--- src/rtl/eth_header_tx_pkg.sv ---
// Shared constants, state encoding and byte-select helper for the TX Ethernet header framer.
package eth_header_tx_pkg;

  localparam logic [15:0] ETH_ARP_TYPE  = 16'h0806;
  localparam logic [15:0] ETH_IP_TYPE   = 16'h0800;
  localparam logic [7:0]  PREAMBLE_BYTE = 8'h55;
  localparam logic [7:0]  SFD_BYTE      = 8'hD5;
  localparam logic [47:0] MAC_BROADCAST = 48'hFFFF_FFFF_FFFF;

  typedef enum logic [3:0] {
    IDLE,
    PREAMBLE,
    SFD,
    MAC_DST,
    MAC_SRC,
    ETH_TYPE,
    PAYLOAD,
    PAD,
    DRAIN
  } tx_hdr_state_t;

  // Byte idx of a MAC address, index 0 being the first byte on the wire ([47:40]).
  function automatic logic [7:0] mac_byte(input logic [47:0] mac, input logic [2:0] idx);
    logic [7:0] b;
    case (idx)
      3'd0:    b = mac[47:40];
      3'd1:    b = mac[39:32];
      3'd2:    b = mac[31:24];
      3'd3:    b = mac[23:16];
      3'd4:    b = mac[15:8];
      default: b = mac[7:0];
    endcase
    return b;
  endfunction

endpackage

--- src/rtl/eth_header_tx_if.sv ---
// Control, payload-in and framed-byte-out signals of the TX header framer.
interface eth_header_tx_if;

  logic        tx_start;
  logic        tx_type_arp;
  logic [47:0] mac_d_addr;
  logic [47:0] mac_s_addr;
  logic        busy;
  logic [7:0]  payload_data;
  logic        payload_valid;
  logic        payload_last;
  logic        payload_ready;
  logic [7:0]  data_out;
  logic        data_valid;
  logic        data_ready;
  logic        fcs_en;
  logic        frame_last;
  logic        err_oversize;

  modport master (
    input  tx_start, tx_type_arp, mac_d_addr, mac_s_addr,
    input  payload_data, payload_valid, payload_last, data_ready,
    output busy, payload_ready, data_out, data_valid, fcs_en, frame_last, err_oversize
  );

  modport slave (
    output tx_start, tx_type_arp, mac_d_addr, mac_s_addr,
    output payload_data, payload_valid, payload_last, data_ready,
    input  busy, payload_ready, data_out, data_valid, fcs_en, frame_last, err_oversize
  );

endinterface

--- src/rtl/eth_header_tx.sv ---
// Ethernet TX framer: preamble, SFD, MACs and EtherType, then payload pass-through with
// zero padding to the minimum length and truncation at the maximum.
module eth_header_tx
  import eth_header_tx_pkg::*;
#(
  parameter int PREAMBLE_LEN = 7,
  parameter int MIN_PAYLOAD  = 46,
  parameter int MAX_PAYLOAD  = 1500
) (
  input  logic            aclk,
  input  logic            areset,
  eth_header_tx_if.master bus
);

  localparam logic [2:0]  PRE_LAST = 3'(PREAMBLE_LEN - 1);
  localparam logic [10:0] MIN_C    = 11'(MIN_PAYLOAD);
  localparam logic [10:0] MAX_C    = 11'(MAX_PAYLOAD);

  tx_hdr_state_t state_q, state_d;
  logic [2:0]    byte_cnt_q, byte_cnt_d;
  logic [10:0]   pay_cnt_q, pay_cnt_d;
  logic [47:0]   mac_d_q, mac_d_d, mac_s_q, mac_s_d;
  logic          type_arp_q, type_arp_d;
  logic [7:0]    data_q, data_d;
  logic          valid_q, valid_d;
  logic          fcs_en_q, fcs_en_d;
  logic          last_q, last_d;
  logic          err_q, err_d;
  logic          can_load;
  logic [10:0]   pay_next;
  logic [15:0]   eth_type;

  assign can_load = !valid_q || bus.data_ready;
  assign pay_next = pay_cnt_q + 11'd1;
  assign eth_type = type_arp_q ? ETH_ARP_TYPE : ETH_IP_TYPE;

  always_ff @(posedge aclk) begin
    if (areset) begin
      state_q    <= IDLE;
      byte_cnt_q <= '0;
      pay_cnt_q  <= '0;
      mac_d_q    <= '0;
      mac_s_q    <= '0;
      type_arp_q <= 1'b0;
      data_q     <= '0;
      valid_q    <= 1'b0;
      fcs_en_q   <= 1'b0;
      last_q     <= 1'b0;
      err_q      <= 1'b0;
    end else begin
      state_q    <= state_d;
      byte_cnt_q <= byte_cnt_d;
      pay_cnt_q  <= pay_cnt_d;
      mac_d_q    <= mac_d_d;
      mac_s_q    <= mac_s_d;
      type_arp_q <= type_arp_d;
      data_q     <= data_d;
      valid_q    <= valid_d;
      fcs_en_q   <= fcs_en_d;
      last_q     <= last_d;
      err_q      <= err_d;
    end
  end

  always_comb begin
    state_d    = state_q;
    byte_cnt_d = byte_cnt_q;
    pay_cnt_d  = pay_cnt_q;
    mac_d_d    = mac_d_q;
    mac_s_d    = mac_s_q;
    type_arp_d = type_arp_q;
    data_d     = data_q;
    valid_d    = valid_q;
    fcs_en_d   = fcs_en_q;
    last_d     = last_q;
    err_d      = 1'b0;
    // Once the held byte is taken the register empties unless a state below refills it.
    if (can_load) begin
      valid_d  = 1'b0;
      fcs_en_d = 1'b0;
      last_d   = 1'b0;
    end
    case (state_q)
      IDLE: begin
        byte_cnt_d = '0;
        pay_cnt_d  = '0;
        // The previous frame's last byte must be gone before a new frame is accepted.
        if (bus.tx_start && !valid_q) begin
          mac_d_d    = bus.mac_d_addr;
          mac_s_d    = bus.mac_s_addr;
          type_arp_d = bus.tx_type_arp;
          state_d    = PREAMBLE;
        end
      end
      PREAMBLE: if (can_load) begin
        data_d  = PREAMBLE_BYTE;
        valid_d = 1'b1;
        if (byte_cnt_q == PRE_LAST) begin
          byte_cnt_d = '0;
          state_d    = SFD;
        end else begin
          byte_cnt_d = byte_cnt_q + 3'd1;
        end
      end
      SFD: if (can_load) begin
        data_d  = SFD_BYTE;
        valid_d = 1'b1;
        state_d = MAC_DST;
      end
      MAC_DST, MAC_SRC: if (can_load) begin
        data_d   = mac_byte((state_q == MAC_DST) ? mac_d_q : mac_s_q, byte_cnt_q);
        valid_d  = 1'b1;
        fcs_en_d = 1'b1;
        if (byte_cnt_q == 3'd5) begin
          byte_cnt_d = '0;
          state_d    = (state_q == MAC_DST) ? MAC_SRC : ETH_TYPE;
        end else begin
          byte_cnt_d = byte_cnt_q + 3'd1;
        end
      end
      ETH_TYPE: if (can_load) begin
        data_d   = byte_cnt_q[0] ? eth_type[7:0] : eth_type[15:8];
        valid_d  = 1'b1;
        fcs_en_d = 1'b1;
        byte_cnt_d = byte_cnt_q + 3'd1;
        if (byte_cnt_q[0]) begin
          byte_cnt_d = '0;
          state_d    = PAYLOAD;
        end
      end
      PAYLOAD: if (can_load && bus.payload_valid) begin
        data_d    = bus.payload_data;
        valid_d   = 1'b1;
        fcs_en_d  = 1'b1;
        pay_cnt_d = pay_next;
        if (bus.payload_last) begin
          if (pay_next >= MIN_C) begin
            last_d  = 1'b1;
            state_d = IDLE;
          end else begin
            state_d = PAD;
          end
        end else if (pay_next == MAX_C) begin
          last_d  = 1'b1;
          err_d   = 1'b1;
          state_d = DRAIN;
        end
      end
      PAD: if (can_load) begin
        data_d    = 8'h00;
        valid_d   = 1'b1;
        fcs_en_d  = 1'b1;
        pay_cnt_d = pay_next;
        if (pay_next == MIN_C) begin
          last_d  = 1'b1;
          state_d = IDLE;
        end
      end
      DRAIN: if (bus.payload_valid && bus.payload_last) begin
        state_d = IDLE;
      end
      default: state_d = IDLE;
    endcase
  end

  always_comb begin
    bus.data_out      = data_q;
    bus.data_valid    = valid_q;
    bus.fcs_en        = fcs_en_q;
    bus.frame_last    = last_q;
    bus.err_oversize  = err_q;
    bus.payload_ready = ((state_q == PAYLOAD) && can_load) || (state_q == DRAIN);
    // Still busy while the final byte waits in the output register.
    bus.busy          = (state_q != IDLE) || (valid_q && !bus.data_ready);
  end

endmodule

--- src/flat_wrapper.sv ---
// flat-port wrapper written by rule: the top's interface ports become plain ports
module eth_header_tx_flat import eth_header_tx_pkg::*;
#(
  parameter int PREAMBLE_LEN = 7,
  parameter int MIN_PAYLOAD  = 46,
  parameter int MAX_PAYLOAD  = 1500
)
  (aclk, areset, bus_tx_start, bus_tx_type_arp, bus_mac_d_addr, bus_mac_s_addr, bus_payload_data, bus_payload_valid, bus_payload_last, bus_data_ready, bus_busy, bus_payload_ready, bus_data_out, bus_data_valid, bus_fcs_en, bus_frame_last, bus_err_oversize);
  eth_header_tx_if bus_i ();
  input  logic aclk;
  input  logic areset;
  input wire logic [$bits(bus_i.tx_start)-1:0] bus_tx_start;
  input wire logic [$bits(bus_i.tx_type_arp)-1:0] bus_tx_type_arp;
  input wire logic [$bits(bus_i.mac_d_addr)-1:0] bus_mac_d_addr;
  input wire logic [$bits(bus_i.mac_s_addr)-1:0] bus_mac_s_addr;
  input wire logic [$bits(bus_i.payload_data)-1:0] bus_payload_data;
  input wire logic [$bits(bus_i.payload_valid)-1:0] bus_payload_valid;
  input wire logic [$bits(bus_i.payload_last)-1:0] bus_payload_last;
  input wire logic [$bits(bus_i.data_ready)-1:0] bus_data_ready;
  output wire logic [$bits(bus_i.busy)-1:0] bus_busy;
  output wire logic [$bits(bus_i.payload_ready)-1:0] bus_payload_ready;
  output wire logic [$bits(bus_i.data_out)-1:0] bus_data_out;
  output wire logic [$bits(bus_i.data_valid)-1:0] bus_data_valid;
  output wire logic [$bits(bus_i.fcs_en)-1:0] bus_fcs_en;
  output wire logic [$bits(bus_i.frame_last)-1:0] bus_frame_last;
  output wire logic [$bits(bus_i.err_oversize)-1:0] bus_err_oversize;
  assign bus_i.tx_start = bus_tx_start;
  assign bus_i.tx_type_arp = bus_tx_type_arp;
  assign bus_i.mac_d_addr = bus_mac_d_addr;
  assign bus_i.mac_s_addr = bus_mac_s_addr;
  assign bus_i.payload_data = bus_payload_data;
  assign bus_i.payload_valid = bus_payload_valid;
  assign bus_i.payload_last = bus_payload_last;
  assign bus_i.data_ready = bus_data_ready;
  assign bus_busy = bus_i.busy;
  assign bus_payload_ready = bus_i.payload_ready;
  assign bus_data_out = bus_i.data_out;
  assign bus_data_valid = bus_i.data_valid;
  assign bus_fcs_en = bus_i.fcs_en;
  assign bus_frame_last = bus_i.frame_last;
  assign bus_err_oversize = bus_i.err_oversize;
  eth_header_tx #(.PREAMBLE_LEN(PREAMBLE_LEN), .MIN_PAYLOAD(MIN_PAYLOAD), .MAX_PAYLOAD(MAX_PAYLOAD)) u_core (.aclk(aclk), .areset(areset), .bus(bus_i));
endmodule
--- config.mk ---
export PLATFORM = sky130hd
export DESIGN_NAME = eth_header_tx_flat
export DESIGN_NICKNAME = d
export VERILOG_FILES = /design/src/rtl/eth_header_tx_pkg.sv /design/src/rtl/eth_header_tx_if.sv /design/src/rtl/eth_header_tx.sv /design/src/flat_wrapper.sv
export SDC_FILE = /design/constraint.sdc
export NUM_CORES = 1
export LEC_CHECK = 0
export CORE_MARGIN = 3
export CORE_UTILIZATION = 52
export DETAILED_ROUTE_END_ITERATION = 7
export HOLD_SLACK_MARGIN = 0.03
export PLACE_DENSITY = 0.81
export SLEW_MARGIN = 25
export SYNTH_ARGS = -nofsm -noshare
export SYNTH_HDL_FRONTEND = slang
export SYNTH_SLANG_ARGS = --single-unit
--- constraint.sdc ---
create_clock -name aclk -period 3.15 [get_ports aclk]
set_clock_uncertainty 0.1 [all_clocks]
set_input_delay 0.63 -clock aclk [delete_from_list [all_inputs] [get_ports aclk]]
set_output_delay 0.63 -clock aclk [all_outputs]
set_load 0.1 [all_outputs]
# Word-level counts from Yosys, hierarchy flattened

Cells that the tools add are included.

Order comparisons: 1
Muxes and demuxes: 55
Equal/unequal tests: 29
Add/sub/neg operators: 2
Reductions and logical operators: 25
Bitwise gates (word level): 2

Operator list:

| cell                                                               | count |
|---|---|
| two-way mux 4 bit                                                  | 14 |
| two-way mux 8 bit                                                  | 7 |
| two-way mux 48 bit                                                 | 1 |
| case mux 8 bit (6 select lines)                                    | 1 |
| case mux 8 bit (5 select lines)                                    | 1 |
| case mux 11 bit (3 select lines)                                   | 1 |
| case mux 4 bit (8 select lines)                                    | 1 |
| two-way mux 3 bit                                                  | 8 |
| != test 2 x 1 -> 1 bit, second input constant                      | 12 |
| two-way mux 11 bit                                                 | 2 |
| == test 4 x 3 -> 1 bit, second input constant                      | 4 |
| two-way mux 1 bit                                                  | 15 |
| AND reduction 13 bit                                               | 1 |
| case mux 3 bit (4 select lines)                                    | 1 |
| adder 11 x 1 -> 11 bit, second input constant                      | 1 |
| == test 11 bit, second input constant                              | 1 |
| == test 11 x 6 -> 1 bit, second input constant                     | 1 |
| greater-or-equal comparator 11 x 6 -> 1 bit, second input constant | 1 |
| == test 3 bit, second input constant                               | 3 |
| == test 4 x 2 -> 1 bit, second input constant                      | 2 |
| nonzero test 4 bit                                                 | 2 |
| OR reduction 4 bit                                                 | 2 |
| AND reduction 7 bit                                                | 1 |
| == test 3 x 2 -> 1 bit, second input constant                      | 2 |
| 19 further kinds                                                   | 29 |

Register bits: 127
Input port bits: 111
Output and inout bits: 14

# Logic depth before layout (Yosys ltp)

Gate-level depths: netlist of the first run.

Depth in word-level cells: 7
Depth in mapped cells: 10
Mapped depth without buffers: 9

# Worst setup path after synthesis of the first run

OpenSTA, ideal clock, no wires.

Kind: register to output
Start point: register u_core.valid_q (netlist: u_core.bus.data_valid)
End point: output bus_payload_ready
Stages on the path, launching flop included: 6
Required time: 2420 ps
Arrival time: 2535 ps
Path buffers: 1
Slack: -115 ps
Cell sequence: dfxtp_1 nor2b_1 clkbuf_1 nor3_1 a21oi_1 nor2_1

Word-level cells in the longest chain between the ends: 4

Ends and longest elaborated chain:

| item                     | RTL line             | text |
|---|---|---|
| start: declaration       | eth_header_tx.sv:25  | `logic valid_q, valid_d;` |
| start signal: assignment | eth_header_tx.sv:58  | `valid_q <= valid_d;` |
| logical NOT 1 bit        | eth_header_tx.sv:33  | `assign can_load = !valid_q \|\| bus.data_ready;` |
| logical OR 1 bit         | eth_header_tx.sv:33  |  |
| logical AND 1 bit        | eth_header_tx.sv:172 | `bus.payload_ready = ((state_q == PAYLOAD) && can_load) \|\| (state_q == DRAIN);` |
| logical OR 1 bit         | eth_header_tx.sv:172 |  |
| end: declaration         | flat_wrapper.sv:21   | `output wire logic [$bits(bus_i.payload_ready)-1:0] bus_payload_ready;` |

No other way between the ends.

# Final worst setup path of the first run

Start point: register u_core.pay_cnt_q[1]
End point: register u_core.state_q[1]

Word-level cells in the longest chain between the ends: 6
Elaborated cells between the ends (all ways): 11
Classes of those cells: add/sub (1); order compare (1); eq/ne (4); mux (4); reduce/logical (1)

Ends and longest elaborated chain:

| item                                        | RTL line             | text |
|---|---|---|
| start: declaration                          | eth_header_tx.sv:21  | `logic [10:0] pay_cnt_q, pay_cnt_d;` |
| start signal: assignment                    | eth_header_tx.sv:53  | `pay_cnt_q <= pay_cnt_d;` |
| adder 11 x 1 -> 11 bit *                    | eth_header_tx.sv:34  | `assign pay_next = pay_cnt_q + 11'd1;` |
| greater-or-equal comparator 11 x 6 -> 1 bit | eth_header_tx.sv:137 | `if (pay_next >= MIN_C) begin` |
| two-way mux 3 bit                           | eth_header_tx.sv:137 |  |
| two-way mux 4 bit                           | eth_header_tx.sv:136 | `if (bus.payload_last) begin` |
| two-way mux 4 bit                           | eth_header_tx.sv:131 | `PAYLOAD: if (can_load && bus.payload_valid) begin` |
| case mux 4 bit (8 select lines)             | eth_header_tx.sv:83  | `case (state_q)` |
| end signal: assignment                      | eth_header_tx.sv:51  | `state_q <= state_d;` |
| end: declaration                            | eth_header_tx.sv:19  | `tx_hdr_state_t state_q, state_d;` |

Mark *: on every way between the ends. The rest lies on a longest branch, timed or not. The select of a mux whose other input is x is not followed.
A chain may end at the register's enable or synchronous reset.

==> flow_summary.toml, run 1 <==
[synth]
ys_seq_elements = 127
avgSynthCellArea_um2 = 7.40
synth-edff-count = 0
async_flop_share_pct = 0
synth_largest_area_cell = "dfxtp_1"
yosysSeqAreaShare_pct = 40.9
yosys_warnings = 0
synth_ff_type = "dfxtp_1"
syn_nets = 955
syn-cell-area_mm2 = 0.00622
yosys.cell_types.count = 66
yosysTopAreaCellShare_pct = 40.9
synthTopCellsByArea = "dfxtp_1 41%, nand2_1 15%, a21oi_1 11%"
syn_inst = 840

[die]
core_area_mm2 = 0.0116
initial_utilization_pct = 53.8
die_h_um = 115
ioPinCount = 125
num_rows = 39
fp.dieW_um = 115
dieArea_mm2 = 0.0133

[sta]
period_needed_ns = 2.87
setup_viol = 0
timing.fmax_mhz = 348
min_period_over_period_pct = 91.2
whs_ns = 0.355
hold_viol_final = 0
maxSlewHeadroom_pct = 46.4
slew_violations = 0
tightest_slew_ns = 0.798
rsz0062_at_grt = "false"
setup_tns_ns = 0

[flow_run]
max_cap_viol_count = 0

[worst_hold_path]
holdPathStages = 2
worstHoldStart = "u_core.mac_s_q[4]$_SDFFE_PP0P_"
hp-class = "flip-flop to flip-flop"
hold_end = "u_core.mac_s_q[4]$_SDFFE_PP0P_"

[finish]
finalInstanceArea_mm2 = 0.00823
final_layout_size_suffix_gt1_share_pct = 9.22
area_delta_synth_final_pct = 32.4
num-nets-final = 1057
n_fill_cell = 913
diodes = 0

[power_and_ir_drop]
p_per_area_mw_per_mm2 = 804
ir_drop_mv = 0.405
p_leak_nw = 2.87

[worst_setup_path]
end_kind = "flip-flop"
rr_startpoint = "u_core.pay_cnt_q[1]$_SDFFE_PP0P_"
r2r-end = "u_core.state_q[1]$_SDFFE_PP0P_"
critPathMaxFanout = 14
timing_worst_setup_path_type = "flip-flop to flip-flop"
critPathMaxStageDelay_ns = 0.53
r2r_cells = 8
crit_buf_inv = 0
worst-endpoint-required_ns = 3.38
startpoint_type = "flip-flop"
path_cells = "ha_1 > nand3_1 > a2111o_1 > a22oi_2 > a31o_1 > o211ai_2 > or3_1 > a31oi_1"
rrSetupSlack_ns = 0.28
critPathArrivalTime_ns = 3.11
path_delay_family = "compound AO/OA/AOI/OAI gates"
slowest_stage = "ha_1"

[grt]
antenna_found_initial = 0
grt_remaining_overflow = 0
track_usage_pct = 28.2
grt_pass1_vias = 5924
grt_max_degree = 74
grt_pass1_wl_um = 29500

[route]
dr.pass1.iters = 5
via_per_inst = 5.83
wl_per_cell_um = 17.3
dr_total_vias = 6399
ant_nets = 0
route.detailed.drc = 0
drt-initial-drc-count = 567
wirelength_um = 19000

[clocking]
cts_root_buffer = "clkbuf_16"
cts_hold_buf = 0
cts_buffers = 17
cts_resized = 0
cts_tree = "yes"
clkTransAtPathRegs_ns = 0.06
clock_path_buffers = 2
clock-sinks = 127
cts_max_level = 4
post-cts-setup-buffer-count = 0
clkLatencyLatePin_ns = 0.41

[run_status]
status = "complete, no violations"

[place]
io_buffers = 124
dp_hpwl_um = 13200
dpl-instance-area_mm2 = 0.00763
routabilityCongestion = 0.937
[state kept, by name, indices dropped and copies added (netlist names)]
signal / count
u_core.pay_cnt_q: 11
u_core.byte_cnt_q: 3
u_core.state_q: 4
u_core.mac_d_q: 48
u_core.bus.err_oversize: 1
u_core.bus.fcs_en: 1
u_core.type_arp_q: 1
u_core.mac_s_q: 48
u_core.bus.frame_last: 1
u_core.bus.data_valid: 1
u_core.bus.data_out: 8
[worst register-to-register path, cell delays in order (launching register included)]
cell and delay (ns):
dfxtp_1 0.49, ha_1 0.53, nand3_1 0.13, a2111o_1 0.43
a22oi_2 0.24, a31o_1 0.18, o211ai_2 0.17, or3_1 0.35
a31oi_1 0.17
[layout make-up]
cell class	count	area, um2	area share [%]
clock buffer	18	439	5.34
clock inverter	13	163	1.98
inverter	6	22.5	0.274
multi-input combinational	638	3380	41.1
sequential	127	2540	30.9
tap	143	179	2.17
timing repair buffer	152	1500	18.2
[per-layer routing]
metal | up-vias | global-route usage (%) | wire (um)
met4 | 0 | 10.5 | 492
met3 | 40 | 8.16 | 1590
met5 | - | 0 | 0
met1 | 2971 | 37.3 | 8260
met2 | 279 | 44.0 | 8620
li1 | 3109 | - | -
[metrics by stage]
step | setup slack (ns) | total power, mW | utilization (%) | cells
finish | 0.278 | 6.62 | 71.2 | 1097
global route | 0.0699 | 6.93 | 71.2 | 1097
CTS | 0.285 | 6.61 | 71.2 | 1097
detailed placement | 0.317 | 4.61 | 66.0 | 1066
global placement | 0.319 | 4.56 | 66.0 | 1066
floorplan | 0.338 | 3.84 | - | 840
[cells by family after synthesis]
logic type,after synthesis,share of synthesized area [%]
AOI/OAI and AO/OA,226,21.5
and+or+nand+nor,372,26.0
muxes,32,5.15
buffers and inverters,75,5.05
adders and majority gates,4,0.805
DFF,127,40.9
xor gates and xnor gates,4,0.563
[worst max-delay path by stage]
stage | startpoint | endpoint | slack [ns] | depth (start not counted)
after global routing | u_core.pay_cnt_q[1]$_SDFFE_PP0P_ | u_core.state_q[1]$_SDFFE_PP0P_ | 0.07 | 8
after detailed placement | bus_data_ready | u_core.state_q[2]$_SDFFE_PP0P_ | 0.32 | 8
after CTS | u_core.pay_cnt_q[1]$_SDFFE_PP0P_ | u_core.state_q[1]$_SDFFE_PP0P_ | 0.29 | 8
after floorplan | u_core.bus.data_valid$_SDFF_PP0_ | bus_payload_ready | 0.34 | 5
final | u_core.pay_cnt_q[1]$_SDFFE_PP0P_ | u_core.state_q[1]$_SDFFE_PP0P_ | 0.28 | 8
after global placement | u_core.pay_cnt_q[1]$_SDFFE_PP0P_ | u_core.state_q[1]$_SDFFE_PP0P_ | 0.32 | 9
[placed cells by master (no fill, tap or decap), drive strengths merged, types with 4 or more instances in the layout]
| master | synthesis | routed |
|---|---|---|
| a21oi | 141 | 141 |
| a221oi | 5 | 5 |
| a22oi | 5 | 5 |
| a311oi | 7 | 7 |
| a31oi | 4 | 4 |
| and2 | 4 | 4 |
| buf | 22 | 43 |
| clkbuf | 47 | 18 |
| clkdlybuf4s50 | 0 | 109 |
| clkinvlp | 0 | 6 |
| dfxtp | 127 | 127 |
| ha | 4 | 4 |
| inv | 5 | 7 |
| mux2i | 32 | 32 |
| nand2 | 248 | 248 |
| nand2b | 8 | 8 |
| nand3 | 13 | 13 |
| nand3b | 4 | 4 |
| nor2 | 38 | 38 |
| nor2b | 6 | 6 |
| nor3 | 17 | 17 |
| nor4 | 4 | 4 |
| o21ai | 17 | 17 |
| o22ai | 17 | 17 |
| o41ai | 7 | 7 |
| or3 | 9 | 9 |
| or4 | 4 | 4 |
[Yosys cell counts, types with 8 or more instances]
library cell,count
nand2_1,248
a21oi_1,141
dfxtp_1,127
clkbuf_1,47
nor2_1,38
mux2i_1,32
nor3_1,17
o22ai_1,17
o21ai_0,16
buf_2,14
nand3_1,12
or3_1,9
nand2b_1,8
[report_power, final]
group          switching (mW)  internal (mW)
Clock                   0.740           1.26
Combinational            1.65          0.827
Sequential              0.199           1.94
Power figures use the tool's default switching activity.
==> run 2: changes to the inputs <==
- GPL_ROUTABILITY_DRIVEN: not set -> 0
==> run 2 against run 1 <==
Effect of this change: sequential cell count is the same; setup slack got worse by 0.022 ns; maximum frequency is 0.77% lower; first-iteration DRC count shrank 2.3%; cell count down 0.64%; via count decreased by 1.4%; clock-buffer cell count increased by 1; critical path type unchanged; largest cell class unchanged.
==> flow_summary.toml, run 2 (synthesis gave the netlist of run 1 again) <==
[route]
ant_nets = 0
wirelength_um = 18200
via_per_inst = 5.79
dr.pass1.iters = 5
wl_per_cell_um = 16.7
dr_total_vias = 6311
route.detailed.drc = 0
drt-initial-drc-count = 554

[finish]
n_fill_cell = 888
area_delta_synth_final_pct = 31.2
num-nets-final = 1049
diodes = 0
final_core_utilization_pct = 70.6
seq_area_mm2 = 0.00254
layout_common_cells = "247 x nand2_1, 141 x a21oi_1, 127 x dfxtp_1, 109 x clkdlybuf4s50_1, 37 x nor2_1"
layout.cells.non_filler = 1090
reg_top3 = "u_core.mac_d_q (48), u_core.mac_s_q (48), u_core.pay_cnt_q (11)"
multiInputGateArea_mm2 = 0.00339
final_layout_size_suffix_gt1_share_pct = 8.66
final_common_cell = "nand2_1"

[die]
num_rows = 39
core_area_mm2 = 0.0116
initial_utilization_pct = 53.8
ioPinCount = 125
die_h_um = 115
fp.dieW_um = 115
dieArea_mm2 = 0.0133

[worst_setup_path]
end_kind = "flip-flop"
slowest_stage = "dfxtp_1"
timing_worst_setup_path_type = "flip-flop to flip-flop"
path_cells = "ha_2 > nand3_1 > a2111o_1 > a22oi_2 > nand2_1 > nor3_1 > o21bai_1 > o41ai_2"
critPathMaxFanout = 18
startpoint_type = "flip-flop"
critPathArrivalTime_ns = 3.11
critPathMaxStageDelay_ns = 0.52
worst-endpoint-required_ns = 3.37

[clocking]
clkLatencyLatePin_ns = 0.42
cts_buffers = 17
cts_max_level = 4
post-cts-setup-buffer-count = 0
cts_root_buffer = "clkbuf_16"
clkTransAtPathRegs_ns = 0.06
cts_tree = "yes"
clock_path_buffers = 2
clock-sinks = 127
cts_hold_buf = 0

[power_and_ir_drop]
ir_drop_mv = 0.382
pwr-share-clk_pct = 29.6
p_leak_nw = 2.84
intPower_mw = 3.97
swShare_pct = 39.3
comb_power_share_pct = 37.9
p_per_area_mw_per_mm2 = 802
p_switching_mw = 2.57
pwr-share-seq_pct = 32.5

[place]
dp_hpwl_um = 12600
place_inst = 1058
post-place-ws_ns = 0.199
io_buffers = 124

[grt]
antenna_found_initial = 0
grt_remaining_overflow = 0
track_usage_pct = 27.2
grt_pass1_vias = 5748
grt_max_degree = 75
grt_pass1_wl_um = 28400

[sta]
hold_viol_final = 0
rsz0062_at_grt = "false"
maxSlewHeadroom_pct = 45.4
worst_slack_ns = 0.256
period_needed_ns = 2.89
min_period_over_period_pct = 91.9
timing.fmax_mhz = 346
tightest_slew_ns = 0.813
setup_viol = 0
setup_tns_ns = 0
slew_violations = 0

[run_status]
status = "complete, no violations"

[worst_hold_path]
hp-class = "flip-flop to flip-flop"

[flow_run]
max_cap_viol_count = 0
==> run 2: worst max-delay path, delay by kind of cell, from the launching register on <==
kind | cells | cell delay [ns]
compound gates | 4 | 1.07
simple gates | 3 | 0.65
flops | 1 | 0.52
fa+ha+maj | 1 | 0.44
==> run 2: through the flow <==
| stage | hold slack, ns | total power [mW] | instance area [um2] |
|---|---|---|---|
| 2_1_floorplan | 0.332 | 3.84 | 6220 |
| 3_3_place_gp | 0.340 | 4.57 | 7570 |
| 3_5_place_dp | 0.346 | 4.61 | 7570 |
| 4_1_cts | 0.354 | 6.54 | 8160 |
| 5_1_grt | 0.363 | 6.88 | 8160 |
| 6_report | 0.355 | 6.55 | 8160 |
==> run 2: layer usage <==
layer | routed length [um] | vias to the layer above | share of wire, % | global-route usage (%)
li1 | - | 3109 | - | -
met1 | 8150 | 2865 | 45 | 38.4
met2 | 8240 | 304 | 45 | 41.2
met3 | 1450 | 33 | 8.0 | 5.68
met4 | 375 | 0 | 2.1 | 9.70
met5 | 0 | - | 0 | 0
==> run 2: final timing paths <==
check             slack, ns                              from                               to  depth (start not counted)
setup / recovery       0.26  u_core.pay_cnt_q[0]$_SDFFE_PP0P_   u_core.state_q[0]$_SDFFE_PP0P_                          8
hold / removal         0.35   u_core.mac_s_q[23]$_SDFFE_PP0P_  u_core.mac_s_q[23]$_SDFFE_PP0P_                          2
setup reg to reg       0.26  u_core.pay_cnt_q[0]$_SDFFE_PP0P_   u_core.state_q[0]$_SDFFE_PP0P_                          8
hold reg to reg        0.35   u_core.mac_s_q[23]$_SDFFE_PP0P_  u_core.mac_s_q[23]$_SDFFE_PP0P_                          2
==> run 2: power groups by stage <==
stage	logic [mW]	clock network, mW	registers (mW)
after floorplan	1.40	0	2.45
after global placement	2.42	0	2.14
after detailed placement	2.45	0	2.15
after global routing	2.70	2.02	2.16
after CTS	2.47	1.95	2.12
final	2.48	1.94	2.13
==> run 2: timing repair <==
action                                 CTS  global route
gates resized for setup                  0             1
endpoints found under the hold margin    0             0
setup endpoints to repair                0             4
==> run 2: final cells by class <==
cell class | instances | share of cell area, %
Clock buffer | 19 | 5.55
Clock inverter | 13 | 1.69
Inverter | 6 | 0.276
Multi-Input combinational cell | 638 | 41.5
Sequential cell | 127 | 31.2
Tap cell | 143 | 2.19
Timing Repair Buffer | 144 | 17.7
==> run 3: changes to the inputs <==
- SLEW_MARGIN: 25 -> 40
- TNS_END_PERCENT: not set -> 1
==> results of run 3 <==
Same layout as run 2: the final DEF is identical, and so are final timing and power.
